[src/rtl/cmd_registry_pkg.sv]
// Shared types for the command registry: the command record, FSM states,
// staging word addresses and the staging-word update helper.
package cmd_registry_pkg;

    typedef struct packed {
        logic [47:0] freq;
        logic [47:0] dfreq;
        logic [31:0] rate;
        logic [47:0] tstart;
        logic [15:0] n_impuls;
        logic [1:0]  typ;
        logic [31:0] ti;
        logic [31:0] tp;
        logic [31:0] tblank1;
        logic [31:0] tblank2;
    } cmd_t;

    typedef enum logic [1:0] {
        S_FREE  = 2'd0,
        S_CHECK = 2'd1,
        S_HELD  = 2'd2
    } state_t;

    localparam logic [3:0] W_FREQ_LO   = 4'd0;
    localparam logic [3:0] W_FREQ_HI   = 4'd1;
    localparam logic [3:0] W_DFREQ_LO  = 4'd2;
    localparam logic [3:0] W_DFREQ_HI  = 4'd3;
    localparam logic [3:0] W_RATE      = 4'd4;
    localparam logic [3:0] W_TSTART_LO = 4'd5;
    localparam logic [3:0] W_TSTART_HI = 4'd6;
    localparam logic [3:0] W_NTYPE     = 4'd7;
    localparam logic [3:0] W_TI        = 4'd8;
    localparam logic [3:0] W_TP        = 4'd9;
    localparam logic [3:0] W_TBLANK1   = 4'd10;
    localparam logic [3:0] W_TBLANK2   = 4'd11;

    // Idle output record: start time parked at the far future.
    localparam cmd_t CMD_RESET = '{
        freq: '0, dfreq: '0, rate: '0, tstart: 48'hFFFF_FFFF_FFFF,
        n_impuls: '0, typ: '0, ti: '0, tp: '0, tblank1: '0, tblank2: '0
    };

    function automatic cmd_t apply_word(input cmd_t c, input logic [3:0] addr,
                                        input logic [31:0] d);
        cmd_t r;
        r = c;
        case (addr)
            W_FREQ_LO:   r.freq[31:0]   = d;
            W_FREQ_HI:   r.freq[47:32]  = d[15:0];
            W_DFREQ_LO:  r.dfreq[31:0]  = d;
            W_DFREQ_HI:  r.dfreq[47:32] = d[15:0];
            W_RATE:      r.rate         = d;
            W_TSTART_LO: r.tstart[31:0] = d;
            W_TSTART_HI: r.tstart[47:32] = d[15:0];
            W_NTYPE: begin
                r.n_impuls = d[15:0];
                r.typ      = d[17:16];
            end
            W_TI:        r.ti      = d;
            W_TP:        r.tp      = d;
            W_TBLANK1:   r.tblank1 = d;
            W_TBLANK2:   r.tblank2 = d;
            default:     r = c;
        endcase
        return r;
    endfunction

endpackage

[src/rtl/cmd_fifo.sv]
// Synchronous command FIFO; the read register doubles as the dispatched
// command and keeps its value across flush.
module cmd_fifo
    import cmd_registry_pkg::*;
#(
    parameter int   DEPTH     = 8,
    parameter cmd_t RESET_VAL = CMD_RESET
) (
    input  logic                     clk,
    input  logic                     rst_n,
    input  logic                     flush_i,
    input  logic                     push_i,
    input  cmd_t                     din_i,
    input  logic                     pop_i,
    output cmd_t                     dout_o,
    output logic [$clog2(DEPTH):0]   count_o,
    output logic                     full_o,
    output logic                     empty_o
);
    localparam int AW = $clog2(DEPTH);

    cmd_t           mem_q [DEPTH];
    cmd_t           dout_q;
    logic [AW:0]    wr_ptr_q, wr_ptr_d;
    logic [AW:0]    rd_ptr_q, rd_ptr_d;
    logic           do_push, do_pop;

    assign count_o = wr_ptr_q - rd_ptr_q;
    assign full_o  = (count_o == (AW+1)'(DEPTH));
    assign empty_o = (count_o == '0);
    assign dout_o  = dout_q;

    // A full FIFO still accepts a push when the head leaves in the same cycle.
    assign do_pop  = pop_i & ~empty_o & ~flush_i;
    assign do_push = push_i & ~flush_i & (~full_o | do_pop);

    always_comb begin
        wr_ptr_d = wr_ptr_q;
        rd_ptr_d = rd_ptr_q;
        if (flush_i) begin
            rd_ptr_d = wr_ptr_q;
        end else begin
            if (do_push) wr_ptr_d = wr_ptr_q + 1'b1;
            if (do_pop)  rd_ptr_d = rd_ptr_q + 1'b1;
        end
    end

    always_ff @(posedge clk) begin
        if (do_push) mem_q[wr_ptr_q[AW-1:0]] <= din_i;
    end

    always_ff @(posedge clk or negedge rst_n) begin
        if (!rst_n) begin
            wr_ptr_q <= '0;
            rd_ptr_q <= '0;
            dout_q   <= RESET_VAL;
        end else begin
            wr_ptr_q <= wr_ptr_d;
            rd_ptr_q <= rd_ptr_d;
            if (do_pop) dout_q <= mem_q[rd_ptr_q[AW-1:0]];
        end
    end

endmodule

[src/rtl/cmd_registry.sv]
// Command registry: stages host words, queues committed commands and hands
// the head to master_start, discarding commands whose start time has passed.
module cmd_registry
    import cmd_registry_pkg::*;
#(
    parameter int DEPTH    = 8,
    parameter int LEAD_CYC = 16
) (
    input  logic                    CLK,
    input  logic                    RESET_N,
    input  logic                    CMD_WE,
    input  logic [3:0]              CMD_ADDR,
    input  logic [31:0]             CMD_DATA,
    input  logic                    CMD_COMMIT,
    input  logic                    FLUSH,
    input  logic [63:0]             TIME,
    input  logic                    REQ_COMMAND,
    output logic                    WR_DATA,
    output logic [47:0]             MEM_DDS_freq,
    output logic [47:0]             MEM_DDS_delta_freq,
    output logic [31:0]             MEM_DDS_delta_rate,
    output logic [47:0]             MEM_TIME_START,
    output logic [15:0]             MEM_N_impuls,
    output logic [1:0]              MEM_TYPE_impulse,
    output logic [31:0]             MEM_Interval_Ti,
    output logic [31:0]             MEM_Interval_Tp,
    output logic [31:0]             MEM_Tblank1,
    output logic [31:0]             MEM_Tblank2,
    output logic [$clog2(DEPTH):0]  FIFO_COUNT,
    output logic                    FULL,
    output logic                    EMPTY,
    output logic                    OVERFLOW,
    output logic [15:0]             LATE_CNT
);
    cmd_t         stage_q, stage_d;
    cmd_t         head;
    state_t       state_q, state_d;
    logic         req_prev_q;
    logic         wr_data_q, wr_data_d;
    logic         overflow_q, overflow_d;
    logic [15:0]  late_cnt_q, late_cnt_d;
    logic         push, pop, req_rise, late;
    logic         time_hi_unused;

    assign time_hi_unused = ^TIME[63:48];

    cmd_fifo #(
        .DEPTH     (DEPTH),
        .RESET_VAL (CMD_RESET)
    ) u_fifo (
        .clk     (CLK),
        .rst_n   (RESET_N),
        .flush_i (FLUSH),
        .push_i  (push),
        .din_i   (stage_q),
        .pop_i   (pop),
        .dout_o  (head),
        .count_o (FIFO_COUNT),
        .full_o  (FULL),
        .empty_o (EMPTY)
    );

    assign req_rise = REQ_COMMAND & ~req_prev_q;
    assign late     = {1'b0, head.tstart} < ({1'b0, TIME[47:0]} + 49'(LEAD_CYC));
    // Commit takes stage_q, so a same-cycle word write lands after the push.
    assign push     = CMD_COMMIT & ~FLUSH;

    always_comb begin
        stage_d    = stage_q;
        state_d    = state_q;
        wr_data_d  = 1'b0;
        late_cnt_d = late_cnt_q;
        pop        = 1'b0;
        if (CMD_WE) stage_d = apply_word(stage_q, CMD_ADDR, CMD_DATA);
        case (state_q)
            S_FREE: begin
                if (!EMPTY) begin
                    pop     = 1'b1;
                    state_d = S_CHECK;
                end
            end
            S_CHECK: begin
                if (late) begin
                    if (late_cnt_q != 16'hFFFF) late_cnt_d = late_cnt_q + 16'd1;
                    state_d = S_FREE;
                end else begin
                    wr_data_d = 1'b1;
                    state_d   = S_HELD;
                end
            end
            S_HELD: begin
                if (req_rise) state_d = S_FREE;
            end
            default: state_d = S_FREE;
        endcase
        if (FLUSH) begin
            state_d    = S_FREE;
            pop        = 1'b0;
            wr_data_d  = 1'b0;
            late_cnt_d = late_cnt_q;
        end
        overflow_d = FLUSH ? 1'b0 : (overflow_q | (push & FULL & ~pop));
    end

    always_ff @(posedge CLK or negedge RESET_N) begin
        if (!RESET_N) begin
            stage_q    <= '0;
            state_q    <= S_FREE;
            req_prev_q <= 1'b0;
            wr_data_q  <= 1'b0;
            overflow_q <= 1'b0;
            late_cnt_q <= '0;
        end else begin
            stage_q    <= stage_d;
            state_q    <= state_d;
            req_prev_q <= REQ_COMMAND;
            wr_data_q  <= wr_data_d;
            overflow_q <= overflow_d;
            late_cnt_q <= late_cnt_d;
        end
    end

    assign WR_DATA            = wr_data_q;
    assign OVERFLOW           = overflow_q;
    assign LATE_CNT           = late_cnt_q;
    assign MEM_DDS_freq       = head.freq;
    assign MEM_DDS_delta_freq = head.dfreq;
    assign MEM_DDS_delta_rate = head.rate;
    assign MEM_TIME_START     = head.tstart;
    assign MEM_N_impuls       = head.n_impuls;
    assign MEM_TYPE_impulse   = head.typ;
    assign MEM_Interval_Ti    = head.ti;
    assign MEM_Interval_Tp    = head.tp;
    assign MEM_Tblank1        = head.tblank1;
    assign MEM_Tblank2        = head.tblank2;

endmodule

[config.mk]
export PLATFORM = sky130hd
export DESIGN_NAME = cmd_registry
export DESIGN_NICKNAME = d
export VERILOG_FILES = /design/src/rtl/cmd_registry_pkg.sv /design/src/rtl/cmd_fifo.sv /design/src/rtl/cmd_registry.sv
export SDC_FILE = /design/constraint.sdc
export NUM_CORES = 2
export LEC_CHECK = 0
export CAP_MARGIN = 10
export CORE_ASPECT_RATIO = 0.6
export CORE_MARGIN = 4
export CORE_UTILIZATION = 55
export CTS_BUF_LIST = sky130_fd_sc_hd__clkbuf_16
export DETAILED_ROUTE_END_ITERATION = 6
export MAX_ROUTING_LAYER = met4
export PLACE_DENSITY = 0.76
export SYNTH_ARGS = -nofsm -noshare
export SYNTH_HDL_FRONTEND = slang
export SYNTH_SLANG_ARGS = --single-unit
[constraint.sdc]
create_clock -name CLK -period 26.6 [get_ports CLK]
set_input_delay 3.99 -clock CLK [delete_from_list [all_inputs] [get_ports CLK]]
set_output_delay 3.99 -clock CLK [all_outputs]
set_load 0.02 [all_outputs]
==> report_table.html <==
<table>
<tr><th>Metric</th><th>Value</th></tr>
<tr><th colspan="2">Floorplanning</th></tr>
<tr><td>Starting density of the core</td><td>55.56%</td></tr>
<tr><td>Total core area</td><td>220000 µm²</td></tr>
<tr><td>Height of the die</td><td>373.2 µm</td></tr>
<tr><td>Die area</td><td>230100 µm²</td></tr>
<tr><td>Site row count</td><td>133</td></tr>
<tr><td>Number of I/O pins</td><td>452</td></tr>
<tr><td>Horiz. Die Dim</td><td>616.6 µm</td></tr>
<tr><th colspan="2">Yosys</th></tr>
<tr><td>Adder-cell share of the synthesized area</td><td>0.5794%</td></tr>
<tr><td>Synthesis Warnings</td><td>0</td></tr>
<tr><td>Portion of the post-synthesis area used by sequential elements</td><td>77.11%</td></tr>
<tr><td>Post-synthesis mux area share</td><td>14.85%</td></tr>
<tr><td>Top flip-flop cell by instance count after synthesis</td><td>edfxtp_1</td></tr>
<tr><td>Post-synth EDFFs</td><td>2576</td></tr>
<tr><td>Synthesized-area fraction occupied by ao, oa, aoi and oai cells</td><td>1.953%</td></tr>
<tr><td>Post-synthesis cell type count</td><td>54</td></tr>
<tr><td>Post-synthesis cell count</td><td>6232</td></tr>
<tr><td>Ranking of synthesized cells by area</td><td>edfxtp_1 63%, dfrtp_1 13%, mux4_2 12%, mux2_2 3.0%, nand2_1 2.1%</td></tr>
<tr><td>Dominant cell type by area after synthesis</td><td>edfxtp_1</td></tr>
<tr><td>Dominant combinational cell family by area after synthesis</td><td>multiplexers</td></tr>
<tr><td>Async S/R FF share, synth</td><td>20.71%</td></tr>
<tr><td>Net count after synthesis</td><td>6394</td></tr>
<tr><td>Xor and xnor area share after synthesis</td><td>0.4729%</td></tr>
<tr><td>Summed instance area of the synthesized netlist</td><td>122200 µm²</td></tr>
<tr><td>Fraction of post-synthesis cell area in the top cell type by area</td><td>63.28%</td></tr>
<tr><td>Fraction of the mapped netlist area in simple logic gates</td><td>3.816%</td></tr>
<tr><td>Flip-flop and latch count after synthesis</td><td>3249</td></tr>
<tr><td>Syn_area_per_cell</td><td>19.61 µm²</td></tr>
<tr><th colspan="2">Cells and area</th></tr>
<tr><td>Final layout net count</td><td>6903</td></tr>
<tr><td>Commonest cells after routing, fill and taps aside</td><td>2576 x edfxtp_1, 690 x nand2_1, 644 x mux4_2, 622 x dfrtp_1, 410 x clkdlybuf4s50_1</td></tr>
<tr><td>Synth-to-layout area growth</td><td>13.83%</td></tr>
<tr><td>Final instance area</td><td>139100 µm²</td></tr>
<tr><td>Fraction of layout cells with a size suffix above 1</td><td>22.69%</td></tr>
<tr><td>Leading cell type in the layout, fill and taps excluded</td><td>edfxtp_1</td></tr>
<tr><th colspan="2">Clock network</th></tr>
<tr><td>Maximum clock path buffer count</td><td>4</td></tr>
<tr><td>Clock H-tree levels</td><td>5</td></tr>
<tr><td>TritonCTS Buffers</td><td>292</td></tr>
<tr><td>Clock tree root buffer cell</td><td>clkbuf_16</td></tr>
<tr><td>CTS tree</td><td>yes</td></tr>
<tr><td>Clock latency on the worst-skew pair</td><td>830 ps</td></tr>
<tr><td>Post-CTS Resized</td><td>0</td></tr>
<tr><td>Post-CTS setup-driven buffer insertion count</td><td>0</td></tr>
<tr><td>Hold buffers post-CTS</td><td>0</td></tr>
<tr><td>Register clock-pin slew on the reported worst setup and hold paths</td><td>60 ps</td></tr>
<tr><td>Clock sink count</td><td>3249</td></tr>
<tr><th colspan="2">Global routing</th></tr>
<tr><td>Largest net degree at the start of global routing</td><td>177</td></tr>
<tr><td>First-pass GRT wire length</td><td>438800 µm</td></tr>
<tr><td>Total gr overflow</td><td>0</td></tr>
<tr><td>Number of global-route vias before repair</td><td>63319</td></tr>
<tr><td>GRT Util Overall</td><td>26.88%</td></tr>
<tr><td>Initial antenna violation count</td><td>29</td></tr>
<tr><th colspan="2">Placement</th></tr>
<tr><td>Number of port buffers</td><td>435</td></tr>
<tr><td>Placed cell areas</td><td>130000 µm²</td></tr>
<tr><td>Gp weighted congestion</td><td>0.7920</td></tr>
<tr><td>Detailed-placement wirelength estimate</td><td>156500 µm</td></tr>
<tr><th colspan="2">Worst hold path</th></tr>
<tr><td>Type of the most critical hold path</td><td>reg2reg</td></tr>
<tr><th colspan="2">Drt</th></tr>
<tr><td>Average detailed-routed wire length per instance</td><td>30.01 µm</td></tr>
<tr><td>Detailed Route Iter0 Violations</td><td>7778</td></tr>
<tr><td>Sum of routed wire length over all layers</td><td>300200 µm</td></tr>
<tr><td>Total vias in the final route</td><td>62346</td></tr>
<tr><td>Number of iterations in the first detailed-routing pass</td><td>6</td></tr>
<tr><td>Number of nets still failing antenna checks after routing</td><td>0</td></tr>
<tr><td>Post-detailed-route via-to-cell ratio</td><td>6.232</td></tr>
<tr><td>DRC Markers</td><td>0</td></tr>
<tr><th colspan="2">Power and ir drop</th></tr>
<tr><td>Clock group share of total power</td><td>26.2%</td></tr>
<tr><td>Combinational fraction of design power</td><td>27.2%</td></tr>
<tr><td>Power per unit of standard cell area</td><td>110.6 nW/µm²</td></tr>
<tr><td>Net switching share of the total power</td><td>31.36%</td></tr>
<tr><td>Internal</td><td>0.01056 W</td></tr>
<tr><td>Total leakage power</td><td>47.27 nW</td></tr>
<tr><td>Worst IR drop on VDD</td><td>0.00009388 V</td></tr>
<tr><td>Sw Pwr</td><td>0.004827 W</td></tr>
<tr><td>Flop pwr share</td><td>46.7%</td></tr>
<tr><th colspan="2">STA</th></tr>
<tr><td>Final min period</td><td>8631 ps</td></tr>
<tr><td>Final worst path period share</td><td>32.45%</td></tr>
<tr><td>Setup Skew</td><td>44.94 ps</td></tr>
<tr><td>Final Setup Violations</td><td>0</td></tr>
<tr><td>Tightest Pin Transition</td><td>1189 ps</td></tr>
<tr><td>Final count of pins violating max slew</td><td>0</td></tr>
<tr><td>Total Neg Setup Slack</td><td>0 ps</td></tr>
<tr><td>Setup repair after global routing missed its margin</td><td>no</td></tr>
<tr><td>Hold violation total from the final report</td><td>0</td></tr>
<tr><td>Fmax achieved</td><td>115.9 MHz</td></tr>
<tr><td>Slew Limit Headroom</td><td>20.74%</td></tr>
<tr><th colspan="2">Flow run</th></tr>
<tr><td>Number of maximum-capacitance constraint violations</td><td>0</td></tr>
<tr><th colspan="2">Setup path</th></tr>
<tr><td>Endpoint arrival time on the critical path</td><td>9320 ps</td></tr>
<tr><td>Critical path startpoint category</td><td>input pin</td></tr>
<tr><td>Sort of element at the end of the critical path</td><td>flop</td></tr>
<tr><td>Highest net fanout along the worst path</td><td>16</td></tr>
<tr><td>Critical path type</td><td>in2reg</td></tr>
<tr><td>Worst endpoint required time</td><td>27290 ps</td></tr>
<tr><th colspan="2">Run status</th></tr>
<tr><td>Run status</td><td>finished clean</td></tr>
</table>
## state kept, by name, indices dropped and copies added (netlist names)
| register | count |
|---|---|
| stage_q | 322 |
| u_fifo.dout_o | 322 |
| req_prev_q | 1 |
| WR_DATA | 1 |
| LATE_CNT | 16 |
| u_fifo.mem_q | 2576 |
| u_fifo.rd_ptr_q | 4 |
| u_fifo.wr_ptr_q | 4 |
| state_q | 2 |
| OVERFLOW | 1 |
## Yosys cell counts (15+ instances only)
cell,count
xor2_1,49
a21oi_1,15
buf_2,102
inv_1,18
a31oi_1,323
dfrtp_1,625
xnor2_1,17
nand3_1,28
dfstp_2,48
clkbuf_1,220
nand4_1,22
nand2_1,690
mux2_2,321
nor2_1,357
and3_1,16
edfxtp_1,2576
buf_1,19
ha_1,55
mux4_2,644
## per-stage QoR
stage | power (W) | util [%] | hold slack [ps] | std cells | setup slack, ps
6_report | 0.01539 | 63.25 | 497.4 | 10004 | 17970
5_1_grt | 0.01608 | 63.21 | 528.5 | 9969 | 17850
4_1_cts | 0.01550 | 63.18 | 504.1 | 9942 | 18030
3_5_place_dp | 0.01148 | 59.08 | 495.3 | 9417 | 17330
3_3_place_gp | 0.01135 | 59.08 | 485.7 | 9417 | 17300
2_1_floorplan | 0.009944 | - | 476.7 | 6232 | 7437
## layout make-up
type,instances,area [µm²]
repair buffers,557,5318
inverters,19,78.83
diodes,62,155.1
well taps,2970,3716
flip-flops and latches,3249,94270
fillers,14536,80850
clock buffers,301,7532
clock inverters,224,1478
multi-input cells,2622,26600
## power by group through the flow
| stage | sequential [W] | combinational (W) | clock, W |
|---|---|---|---|
| finish | 0.00718 | 0.00418 | 0.00402 |
| global route | 0.00726 | 0.00450 | 0.00432 |
| CTS | 0.00718 | 0.00424 | 0.00408 |
| detailed placement | 0.00728 | 0.00421 | 0 |
| global placement | 0.00721 | 0.00414 | 0 |
| floorplan | 0.00742 | 0.00252 | 0 |
## path summary, 6_finish.rpt
check,start,end,slack [ps],cells past startpoint
setup / recovery,TIME[8],LATE_CNT[1],17970,16
hold / removal,LATE_CNT[14],LATE_CNT[14],500,1
setup reg to reg,u_fifo.rd_ptr_q[2],u_fifo.mem_q[2][81],19490,11
hold reg to reg,LATE_CNT[14],LATE_CNT[14],500,1
max in group asynchronous,RESET_N,u_fifo.dout_o[272],20400,4
min in group asynchronous,RESET_N,stage_q[232],3220,1
## cell families after synthesis
| kind of cell | count (synthesis) |
|---|---|
| simple gates | 1160 |
| fa+ha+maj | 56 |
| xor+xnor | 66 |
| buf+inv | 361 |
| mux | 968 |
| compound gates | 372 |
| flops | 3249 |
## worst max-delay path: stages
cell	delay [ps]
clkdlybuf4s50_1	570
and4_1	340
and3_1	260
and3_1	200
nand4_1	200
nor2_1	340
nand2_1	120
xor2_1	160
ha_1	300
nand4_1	140
nor4_1	660
nand2_1	290
a311oi_2	530
nor4b_4	110
o21ai_2	720
mux2_1	380
## layer usage
| layer | share of wire (%) | track usage [%] | vias up |
|---|---|---|---|
| met2 | 50 | 42.10 | 3112 |
| met4 | 2.9 | 8.637 | 0 |
| li1 | - | - | 25698 |
| met1 | 39 | 36.20 | 33054 |
| met3 | 9.0 | 5.172 | 482 |
| met5 | 0 | - | - |
Note: power is estimated with default switching activity, not from simulation.
